**config.mk**
```make
export PLATFORM = sky130hd
export DESIGN_NAME = nerv_wb_bridge
export DESIGN_NICKNAME = d
export VERILOG_FILES = /design/src/rtl/nerv_wb_bridge.sv
export SDC_FILE = /design/constraint.sdc
export NUM_CORES = 1
export LEC_CHECK = 0
export CORE_UTILIZATION = 29
export DETAILED_ROUTE_END_ITERATION = 7
export PLACE_DENSITY = 0.63
export SYNTH_ARGS = -nofsm -noshare
export SYNTH_HDL_FRONTEND = slang
export SYNTH_SLANG_ARGS = --single-unit
```
**constraint.sdc**
```tcl
create_clock -name clk_core -period 3.2 [get_ports clk_core]
set_clock_uncertainty 0.2 [all_clocks]
set_input_delay 0.64 -clock clk_core [delete_from_list [all_inputs] [get_ports clk_core]]
set_output_delay 0.64 -clock clk_core [all_outputs]
set_load 0.03 [all_outputs]
```
**src/rtl/nerv_wb_bridge.sv**
```systemverilog
// Bridge from a NERV-style fixed-latency core memory port to separate Wishbone-classic
// instruction and data buses, with per-channel ack timeout and a stall-cycle counter.
//
// state | meaning
// PRIME | reset-only; forces a capture on the first cycle out of reset
// BUS   | request in flight on this channel's bus
// HOLD  | result latched, waiting for the other channel
module nerv_wb_bridge #(
    parameter int                    ADDR_WIDTH      = 32,
    parameter int                    DATA_WIDTH      = 32,
    parameter int                    TIMEOUT_CYCLES  = 255,
    parameter logic [DATA_WIDTH-1:0] IFETCH_ERR_WORD = DATA_WIDTH'(32'h0000_0013)
) (
    input  logic                    clk_core,
    input  logic                    rst_core,
    output logic                    core_stall,
    input  logic [ADDR_WIDTH-1:0]   imem_addr,
    output logic [DATA_WIDTH-1:0]   imem_data,
    input  logic                    dmem_valid,
    input  logic [ADDR_WIDTH-1:0]   dmem_addr,
    input  logic [DATA_WIDTH/8-1:0] dmem_wstrb,
    input  logic [DATA_WIDTH-1:0]   dmem_wdata,
    output logic [DATA_WIDTH-1:0]   dmem_rdata,
    output logic                    core_cyc,
    output logic                    core_stb,
    output logic                    core_we,
    output logic [DATA_WIDTH/8-1:0] core_wstrb,
    output logic [ADDR_WIDTH-1:0]   core_addr,
    output logic [DATA_WIDTH-1:0]   core_data_out,
    input  logic [DATA_WIDTH-1:0]   core_data_in,
    input  logic                    core_ack,
    output logic                    data_mem_cyc,
    output logic                    data_mem_stb,
    output logic                    data_mem_we,
    output logic [DATA_WIDTH/8-1:0] data_mem_wstrb,
    output logic [ADDR_WIDTH-1:0]   data_mem_addr,
    output logic [DATA_WIDTH-1:0]   data_mem_data_out,
    input  logic [DATA_WIDTH-1:0]   data_mem_data_in,
    input  logic                    data_mem_ack,
    output logic                    bus_error,
    output logic [31:0]             stall_count
);
    localparam int            TW      = (TIMEOUT_CYCLES > 1) ? $clog2(TIMEOUT_CYCLES + 1) : 1;
    localparam bit            TO_EN   = (TIMEOUT_CYCLES != 0);
    localparam logic [TW-1:0] TO_LAST = TW'((TIMEOUT_CYCLES > 0) ? TIMEOUT_CYCLES - 1 : 0);

    typedef enum logic [1:0] {
        PRIME = 2'd0,
        BUS   = 2'd1,
        HOLD  = 2'd2
    } ch_state_t;

    ch_state_t               i_st_q, i_st_d, d_st_q, d_st_d;
    logic [ADDR_WIDTH-1:0]   i_addr_q, i_addr_d, d_addr_q, d_addr_d;
    logic [DATA_WIDTH/8-1:0] d_wstrb_q, d_wstrb_d;
    logic [DATA_WIDTH-1:0]   d_wdata_q, d_wdata_d;
    logic [DATA_WIDTH-1:0]   imem_data_q, imem_data_d, dmem_rdata_q, dmem_rdata_d;
    logic [TW-1:0]           i_cnt_q, i_cnt_d, d_cnt_q, d_cnt_d;
    logic                    bus_error_q, bus_error_d;
    logic [31:0]             stall_count_q, stall_count_d;
    logic                    capture, i_to, d_to;

    always_ff @(posedge clk_core) begin
        if (rst_core) begin
            i_st_q        <= PRIME;
            d_st_q        <= PRIME;
            i_addr_q      <= '0;
            d_addr_q      <= '0;
            d_wstrb_q     <= '0;
            d_wdata_q     <= '0;
            imem_data_q   <= IFETCH_ERR_WORD;
            dmem_rdata_q  <= '0;
            i_cnt_q       <= '0;
            d_cnt_q       <= '0;
            bus_error_q   <= 1'b0;
            stall_count_q <= '0;
        end else begin
            i_st_q        <= i_st_d;
            d_st_q        <= d_st_d;
            i_addr_q      <= i_addr_d;
            d_addr_q      <= d_addr_d;
            d_wstrb_q     <= d_wstrb_d;
            d_wdata_q     <= d_wdata_d;
            imem_data_q   <= imem_data_d;
            dmem_rdata_q  <= dmem_rdata_d;
            i_cnt_q       <= i_cnt_d;
            d_cnt_q       <= d_cnt_d;
            bus_error_q   <= bus_error_d;
            stall_count_q <= stall_count_d;
        end
    end

    always_comb begin
        i_st_d        = i_st_q;
        d_st_d        = d_st_q;
        i_addr_d      = i_addr_q;
        d_addr_d      = d_addr_q;
        d_wstrb_d     = d_wstrb_q;
        d_wdata_d     = d_wdata_q;
        imem_data_d   = imem_data_q;
        dmem_rdata_d  = dmem_rdata_q;
        i_cnt_d       = i_cnt_q;
        d_cnt_d       = d_cnt_q;
        i_to          = 1'b0;
        d_to          = 1'b0;
        stall_count_d = core_stall ? stall_count_q + 32'd1 : stall_count_q;

        // A channel never sits in BUS while a capture is pending, so BUS takes priority.
        capture = (i_st_q == PRIME) || (d_st_q == PRIME) ||
                  ((i_st_q == HOLD) && (d_st_q == HOLD));

        if (i_st_q == BUS) begin
            i_cnt_d = i_cnt_q + TW'(1);
            if (core_ack) begin
                imem_data_d = core_data_in;
                i_st_d      = HOLD;
            end else if (TO_EN && (i_cnt_q == TO_LAST)) begin
                i_to        = 1'b1;
                imem_data_d = IFETCH_ERR_WORD;
                i_st_d      = HOLD;
            end
        end else if (capture) begin
            i_addr_d = imem_addr;
            i_cnt_d  = '0;
            i_st_d   = BUS;
        end

        if (d_st_q == BUS) begin
            d_cnt_d = d_cnt_q + TW'(1);
            if (data_mem_ack) begin
                if (d_wstrb_q == '0) dmem_rdata_d = data_mem_data_in;
                d_st_d = HOLD;
            end else if (TO_EN && (d_cnt_q == TO_LAST)) begin
                // A timed-out write is simply dropped; a timed-out read returns zero.
                d_to = 1'b1;
                if (d_wstrb_q == '0) dmem_rdata_d = '0;
                d_st_d = HOLD;
            end
        end else if (capture) begin
            if (dmem_valid) begin
                d_addr_d  = dmem_addr;
                d_wstrb_d = dmem_wstrb;
                d_wdata_d = dmem_wdata;
                d_cnt_d   = '0;
                d_st_d    = BUS;
            end else begin
                d_st_d = HOLD;
            end
        end

        bus_error_d = i_to | d_to;
    end

    assign core_stall        = !((i_st_q == HOLD) && (d_st_q == HOLD));
    assign imem_data         = imem_data_q;
    assign dmem_rdata        = dmem_rdata_q;
    assign bus_error         = bus_error_q;
    assign stall_count       = stall_count_q;

    assign core_cyc          = (i_st_q == BUS);
    assign core_stb          = (i_st_q == BUS);
    assign core_we           = 1'b0;
    assign core_wstrb        = '0;
    assign core_addr         = i_addr_q;
    assign core_data_out     = '0;

    assign data_mem_cyc      = (d_st_q == BUS);
    assign data_mem_stb      = (d_st_q == BUS);
    assign data_mem_we       = (d_st_q == BUS) && (|d_wstrb_q);
    assign data_mem_wstrb    = (d_st_q == BUS) ? d_wstrb_q : '0;
    assign data_mem_addr     = d_addr_q;
    assign data_mem_data_out = d_wdata_q;
endmodule

```
# Yosys cells after proc, flatten, opt, wreduce, memory -nomap -nowiden
# Cells that the tools add are included.
# word_totals
register_bits,217
latchBits,0
ram_bits,0
rom_bits,0
memories,0
# classes
addsub,3
n_mul,0
div,0
magnitude_cmp,0
eq_ne,8
n_shift,0
muxes,27
bitwise,3
reduce_logical,21
# op_table
op,count
32-bit two-way mux,6
8-bit two-way mux,5
"32-bit by 1-bit adder with 32-bit output, second input constant",1
2-bit two-way mux,9
"8-bit by 1-bit adder with 8-bit output, second input constant",2
"8-bit == test, second input constant",2
2-bit AND reduction,5
2-bit nonzero test,5
1-bit two-way mux,6
"3-bit by 1-bit inequality test with 1-bit output, second input constant",2
3-bit AND reduction,2
"2-bit by 1-bit == test with 1-bit output, second input constant",2
"2-bit == test, second input constant",2
2-bit logical NOT,2
4-bit logical NOT,1
4-bit two-way mux,1
4-bit OR reduction,1
1-bit logical AND,2
1-bit logical OR,2
1-bit inverter,2
1-bit logical NOT,1
1-bit OR,1

# Longest topological paths before layout
# Gate-level depths: netlist of the first run.
# depth
word_depth,5
mapped_depth,9
mapped_depth_nobuf,6

# Worst setup path after synthesis of the first run
# OpenSTA, ideal clock, no wires.
# synth_timing
path_type,register -> output
from,register d_st_q[1]
to,output data_mem_wstrb[0]
t_arrival_ps,1548
required_ps,2360
slack_ps,812
path_stages_with_launch,5
path_buffers,1
cell_sequence,dfxtp_1 nand2b_1 inv_1 clkbuf_1 and2_1
# synth_between
elab_chain_len,2
# synth_rtl
element,line,text
start: declaration,53,"ch_state_t i_st_q, i_st_d, d_st_q, d_st_d;"
start signal: assignment,79,d_st_q <= d_st_d;
2-bit by 1-bit == test with 1-bit output,n/a,
named net data_mem_cyc,32,"output logic data_mem_cyc,"
4-bit two-way mux,170,assign data_mem_wstrb = (d_st_q == BUS) ? d_wstrb_q : '0;
end: declaration,35,"output logic [DATA_WIDTH/8-1:0] data_mem_wstrb,"
# The timed path passes the listed nets, and every way through them passes these cells.

# Worst setup path in the final report of the first run
# layout_timing
from,register d_st_q[1]
to,output data_mem_stb
# layout_between
elab_chain_len,1
# layout_rtl
element,line,text
2-bit by 1-bit == test with 1-bit output,168,assign data_mem_stb = (d_st_q == BUS);
end: declaration,33,"output logic data_mem_stb,"
# No other way between the ends.

==> impl_metrics.tcl, run 1 <==
set metrics [dict create \
    status "complete, no violations" \
    place_ws_ns 0.335 \
    rows 62 \
    place_congestion 0.745 \
    power_frac_seq_pct 40.8 \
    finalMaxSlewViolations 0 \
    seq_area_mm2 0.00434 \
    fin_crit_sh_pct 96.5 \
    synth_area_leaders "dfxtp_1, nand2_1, a21oi_1, o21ai_0, buf_4" \
    ys_types 50 \
    avgSynthCellArea_um2 8.01 \
    nNetsFinal 1597 \
    worstSetupPathType "reg2out" \
    reg2reg_to "dmem_rdata[25]$_SDFFE_PP0P_" \
    synthCells 1085 \
    io_buffers 371 \
    power_frac_clock_pct 41.3 \
    relSlewSlack_pct 37.1 \
    min-delay-path-class "reg2reg" \
    htree_levels 1 \
    grt_max_degree 67 \
    die_area_mm2 0.0306 \
    fin_crit_ns 3.09 \
    synth_commonest_cells "nand2_1, dfxtp_1, a21oi_1, clkbuf_1, o21ai_0" \
    cts_made_buffers 26 \
    grt_usage_pct 17.6 \
    p_comb_share_pct 17.8 \
    ioPinCount 409 \
    p_int_mw 5.21 \
    peakVddDrop_v 0.000474 \
    clockRootBuffer "clkbuf_16" \
    remaining_drc_errors 0 \
    synth-edff-count 0 \
    holdPathEnd "core_addr[10]$_SDFFE_PP0P_" \
    grt_overflow_total 0 \
    fin_tns_setup_ns 0 \
    worst_setup_path_start_kind "flop" \
    sw_frac_of_total_pct 27.3 \
    cts_tree "built" \
    fin_ws_ns 0.113 \
    grt_pass1_vias 8208 \
    cp-end-kind "output port" \
    areaGrowthSynthToFinish_pct 55.7 \
    via_count 8607 \
    synth_largest_area_cell "dfxtp_1" \
    antenna_found_initial 2 \
    maxCapViolations 0 \
    cts.reportedPaths.clkPinSlew_ns 0.06 \
    viasPerCell 4.72 \
    synth_seq_area_share_pct 50.0 \
    critPathMaxFanout 8 \
    synthFlopType "dfxtp_1" \
    dp_hpwl_mm 19.6 \
    powerDensity_mw_per_mm2 530 \
    antenna_left 0 \
    setup_violations 0 \
    hold_viol 0 \
    clock_path_buffers 3 \
    drt_pre_antenna_iters 4 \
    cts_sinks 217 \
    synthMostInstantiatedCell "nand2_1" \
    fillers 2882 \
    grt_pass1_wl_mm 43.8 \
    die_h_um 175 \
    critPathArrivalTime_ns 2.25 \
    p_sw_mw 1.96 \
    wirelength_mm 28.2 \
    n_antenna_cell 0 \
    worstMarginPinSlew_ns 0.941 \
    p_leak_nw 4.84 \
    worstSkewPairLatency_ns 0.53 \
    drtIter0Drc 497 \
    routedWlPerCell_um 15.5 \
    core_area_mm2 0.0291 \
    synth_top_area_share_pct 50.0 \
    netlist_area_mm2 0.00869 \
    r2r_cells 6 \
    die_w_um 175 \
    max_freq_mhz 324 \
    rsz0062_at_grt "false" \
    yosysWarningCount 0 \
    crit_required_ns 2.36 \
    r2r_slack_ns 0.74 \
    async_reset_ff_share_pct 0 \
    drive_gt1_share_pct 5.55 \
    worstReg2RegStart "d_st_q[1]$_SDFFE_PP0P_" \
    start_util_pct 29.9 \
    hold_depth 2 \
    worstHoldStart "core_addr[10]$_SDFFE_PP0P_" \
    multi_input_area_mm2 0.00387 \
    ys_seq_elements 217 \
]
worst max-delay path by stage:
stage                           startpoint           endpoint  slack, ns  cells after the start
finish              d_st_q[1]$_SDFFE_PP0P_       data_mem_stb       0.11                      4
detailed placement  d_st_q[0]$_SDFFE_PP0P_  data_mem_wstrb[1]       0.34                      4
CTS                 d_st_q[1]$_SDFFE_PP0P_  data_mem_wstrb[1]       0.04                      4
floorplan           d_st_q[1]$_SDFFE_PP0P_  data_mem_wstrb[0]       0.81                      4
global route        d_st_q[1]$_SDFFE_PP0P_       data_mem_stb       0.02                      4
global placement    d_st_q[0]$_SDFFE_PP0P_  data_mem_wstrb[2]       0.39                      4
metrics by stage:
step | hold slack [ns] | utilization, % | instance area (um^2) | cells | power, mW
after CTS | 0.253 | 46.5 | 13500 | 1825 | 7.28
final | 0.252 | 46.5 | 13500 | 1825 | 7.17
after floorplan | 0.244 | - | 8820 | 1121 | 3.68
after global placement | 0.241 | 43.4 | 12600 | 1776 | 4.26
after detailed placement | 0.246 | 43.4 | 12600 | 1776 | 4.27
after global routing | 0.271 | 46.5 | 13500 | 1825 | 7.49
cell type report:
type,instances,area share (%)
clock inverter,5,0.555
inverter,9,0.278
clock buffer,41,5.83
sequential,217,32.1
timing repair buffer,392,29.1
multi-input combinational,777,28.6
tap,384,3.55
registers in the layout, indices dropped and copies added (netlist names), 8 cells and up:
name and cells:
d_cnt_q 8, data_mem_data_out 32, imem_data 32, core_addr 32
data_mem_addr 32, stall_count 32, i_cnt_q 8, dmem_rdata 32
metal layers:
layer | global-route usage [%] | wire length (um) | up-vias
li1 | - | - | 4306
met1 | 20.8 | 11700 | 3951
met2 | 29.8 | 13300 | 289
met3 | 5.53 | 2240 | 57
met4 | 6.27 | 963 | 4
met5 | 0 | 24 | -
power groups by stage:
| stage | Sequential [mW] | Combinational (mW) | Clock (mW) |
|---|---|---|---|
| detailed placement | 2.99 | 1.28 | 0 |
| global placement | 2.98 | 1.28 | 0 |
| finish | 2.93 | 1.28 | 2.97 |
| floorplan | 3.22 | 0.458 | 0 |
| CTS | 2.93 | 1.29 | 3.06 |
| global route | 2.95 | 1.37 | 3.17 |
cell usage in the layout (no fill, tap or decap), types with 3 or more instances in the layout:
cell and n:
a211oi_1 4, a21o_1 3, a21oi_1 198, and2_1 10, and3_1 5, and4_1 6, buf_12 4, buf_4 17
clkbuf_1 8, clkbuf_16 27, clkbuf_8 6, clkdlybuf4s50_1 367, clkinv_2 3, conb_1 37, dfxtp_1 217, dlymetal6s2s_1 3
ha_1 5, inv_1 7, nand2_1 278, nand2b_1 5, nand3_1 23, nand4_1 18, nor2_1 22, nor3_1 3
o211ai_1 3, o21ai_0 67, o21bai_1 3, o31ai_1 18, or2_2 6, or3_1 6, or4_1 19, xor2_1 9
logic make-up after synthesis:
kind of cell    after synthesis  share of synthesized area [%]
other cells                   1                         0.0432
buf+inv                     127                           7.40
fa+ha+maj                     5                          0.720
compound gates              307                           18.8
simple gates                416                           21.8
xor+xnor                     11                           1.11
mux                           1                          0.115
flops                       217                           50.0
worst max-delay path, cell delays in order, from the launching register on:
cell and delay (ns):
dfxtp_1 0.46, nand2b_1 0.21, clkinvlp_4 0.22, buf_4 0.20, clkdlybuf4s50_1 0.63
repair_timing:
action / 4_1_cts / 5_1_grt
setup buffers: 3 / 0
endpoints found under the setup margin: 7 / 3
gates resized for setup: 2 / 3
hold buffers: 0 / 0
Power figures use the tool's default switching activity.
==> run 2, diff against run 1 <==
--- a/config.mk
+++ b/config.mk
@@ -5,6 +5,7 @@
 export SDC_FILE = /design/constraint.sdc
 export NUM_CORES = 1
 export LEC_CHECK = 0
+export CORE_ASPECT_RATIO = 0.8
 export CORE_UTILIZATION = 29
 export DETAILED_ROUTE_END_ITERATION = 7
 export PLACE_DENSITY = 0.63
==> run 2 against run 1 <==
Compared with the run above:
- combinational power barely moved
- worst setup slack improved by 0.0016 ns
- routed wire length rose by 2.0%
- maximum frequency barely moved
- clock power rose by 9.1%
- non-clock buffer count rose by 6
- clock-buffer cell count fell by 11
- sequential cell count did not move
- via count rose by 1.4%
- utilization barely moved
- first-iteration DRC count fell by 37%
==> impl_metrics.tcl, run 2 (synthesis results as in run 1) <==
set metrics [dict create \
    status "complete, no violations" \
    via_count 8729 \
    cts_made_buffers 25 \
    clockRootBuffer "clkbuf_16" \
    drt_pre_antenna_iters 5 \
    start_util_pct 29.6 \
    dp_hpwl_mm 19.9 \
    antenna_left 0 \
    grt_overflow_total 0 \
    max_freq_mhz 324 \
    min-delay-path-class "reg2reg" \
    grt_pass1_vias 7980 \
    fin_crit_ns 3.08 \
    nNetsFinal 1602 \
    finalMaxSlewViolations 0 \
    fillers 2835 \
    peakVddDrop_v 0.000456 \
    die_w_um 195 \
    ioPinCount 409 \
    antenna_found_initial 0 \
    design_area_mm2 0.0136 \
    place_congestion 0.783 \
    hold_buffers 0 \
    cp-end-kind "output port" \
    cts_sinks 217 \
    powerDensity_mw_per_mm2 548 \
    fin_crit_sh_pct 96.4 \
    drive_gt1_share_pct 6.29 \
    routedWlPerCell_um 15.8 \
    fin_ws_ns 0.115 \
    layout_commonest_cell "clkdlybuf4s50_1" \
    rows 56 \
    worstMarginPinSlew_ns 0.538 \
    io_buffers 371 \
    rsz0062_at_grt "false" \
    areaGrowthSynthToFinish_pct 57.0 \
    grt_pass1_wl_mm 44.0 \
    critPathMaxFanout 8 \
    relSlewSlack_pct 64.0 \
    final_cell_mix "clkdlybuf4s50_1, nand2_1, dfxtp_1" \
    critPathArrivalTime_ns 2.24 \
    clock_path_buffers 3 \
    worstSetupPathType "reg2out" \
    grt_usage_pct 17.9 \
    placedCellCount 1774 \
    worstSkewPairLatency_ns 0.53 \
    instances_no_fill 1823 \
    core_area_mm2 0.0294 \
    setup_violations 0 \
    fin_tns_setup_ns 0 \
    cts.reportedPaths.clkPinSlew_ns 0.06 \
    wirelength_mm 28.8 \
    n_antenna_cell 0 \
    die_h_um 157 \
    viasPerCell 4.79 \
    final_util_pct 46.4 \
    p_leak_nw 4.89 \
    drtIter0Drc 311 \
    crit_required_ns 2.36 \
    die_area_mm2 0.0307 \
    remaining_drc_errors 0 \
    cts_tree "built" \
    maxCapViolations 0 \
    place_ws_ns 0.399 \
    post_dp_cell_area_mm2 0.0127 \
    grt_max_degree 71 \
    htree_levels 1 \
    hold_viol 0 \
    worst_setup_path_start_kind "flop" \
]
-- run 2: final timing paths --
kind | slack, ns | cells after the start | to | startpoint
worst max-delay path | 0.12 | 4 | data_mem_wstrb[3] | d_st_q[1]$_SDFFE_PP0P_
worst min-delay path | 0.25 | 2 | data_mem_addr[0]$_SDFFE_PP0P_ | data_mem_addr[0]$_SDFFE_PP0P_
worst max register to register | 0.86 | 6 | stall_count[31]$_SDFFE_PP0N_ | i_st_q[0]$_SDFFE_PP0P_
worst min register to register | 0.25 | 2 | data_mem_addr[0]$_SDFFE_PP0P_ | data_mem_addr[0]$_SDFFE_PP0P_
-- run 2: cell type report --
type / count / area [um^2] / area share, %
Clock buffer: 30 / 674 / 4.95
Sequential cell: 217 / 4340 / 31.9
Tap cell: 377 / 472 / 3.46
Multi-Input combinational cell: 777 / 3860 / 28.3
Clock inverter: 15 / 262 / 1.92
Timing Repair Buffer: 398 / 3980 / 29.2
Inverter: 9 / 37.5 / 0.275
-- run 2: worst max-delay path, stage by stage (launching register included) --
cell             delay [ns]
dfxtp_1                0.45
nand2b_1               0.21
clkinvlp_4             0.24
and2_1                 0.23
clkdlybuf4s50_1        0.59
-- run 2: what timing repair did --
action                     CTS  global route
setup endpoints to repair    6             6
resized for setup            1             2
setup buffers                3             1
-- run 2: layer usage --
metal | vias up | global-route usage, % | part of all wire (%)
li1 | 4310 | - | -
met4 | 0 | 5.55 | 2.9
met5 | - | 0 | 0
met2 | 333 | 28.4 | 45
met1 | 4041 | 22.6 | 43
met3 | 45 | 6.38 | 9.1
-- run 2: stage by stage --
stage	hold WS [ns]	power (mW)
finish	0.251	7.47
global placement	0.240	4.28
floorplan	0.244	3.68
detailed placement	0.246	4.29
global route	0.272	7.79
CTS	0.253	7.58
-- run 2: report_power, final --
part / total (mW) / internal, mW / leakage, nW / switching, mW
combinational: 1.30 / 0.550 / 2.67 / 0.751
sequential: 2.93 / 2.84 / 1.77 / 0.0888
clock: 3.24 / 2.06 / 0.451 / 1.17
==> run 3, diff against run 2 <==
--- a/config.mk
+++ b/config.mk
@@ -7,6 +7,7 @@
 export LEC_CHECK = 0
 export CORE_ASPECT_RATIO = 0.8
 export CORE_UTILIZATION = 29
+export CTS_CLUSTER_DIAMETER = 150
 export DETAILED_ROUTE_END_ITERATION = 7
 export PLACE_DENSITY = 0.63
 export SYNTH_ARGS = -nofsm -noshare
==> results of run 3 <==
No change in the layout: final DEF, timing and power equal those of run 2.
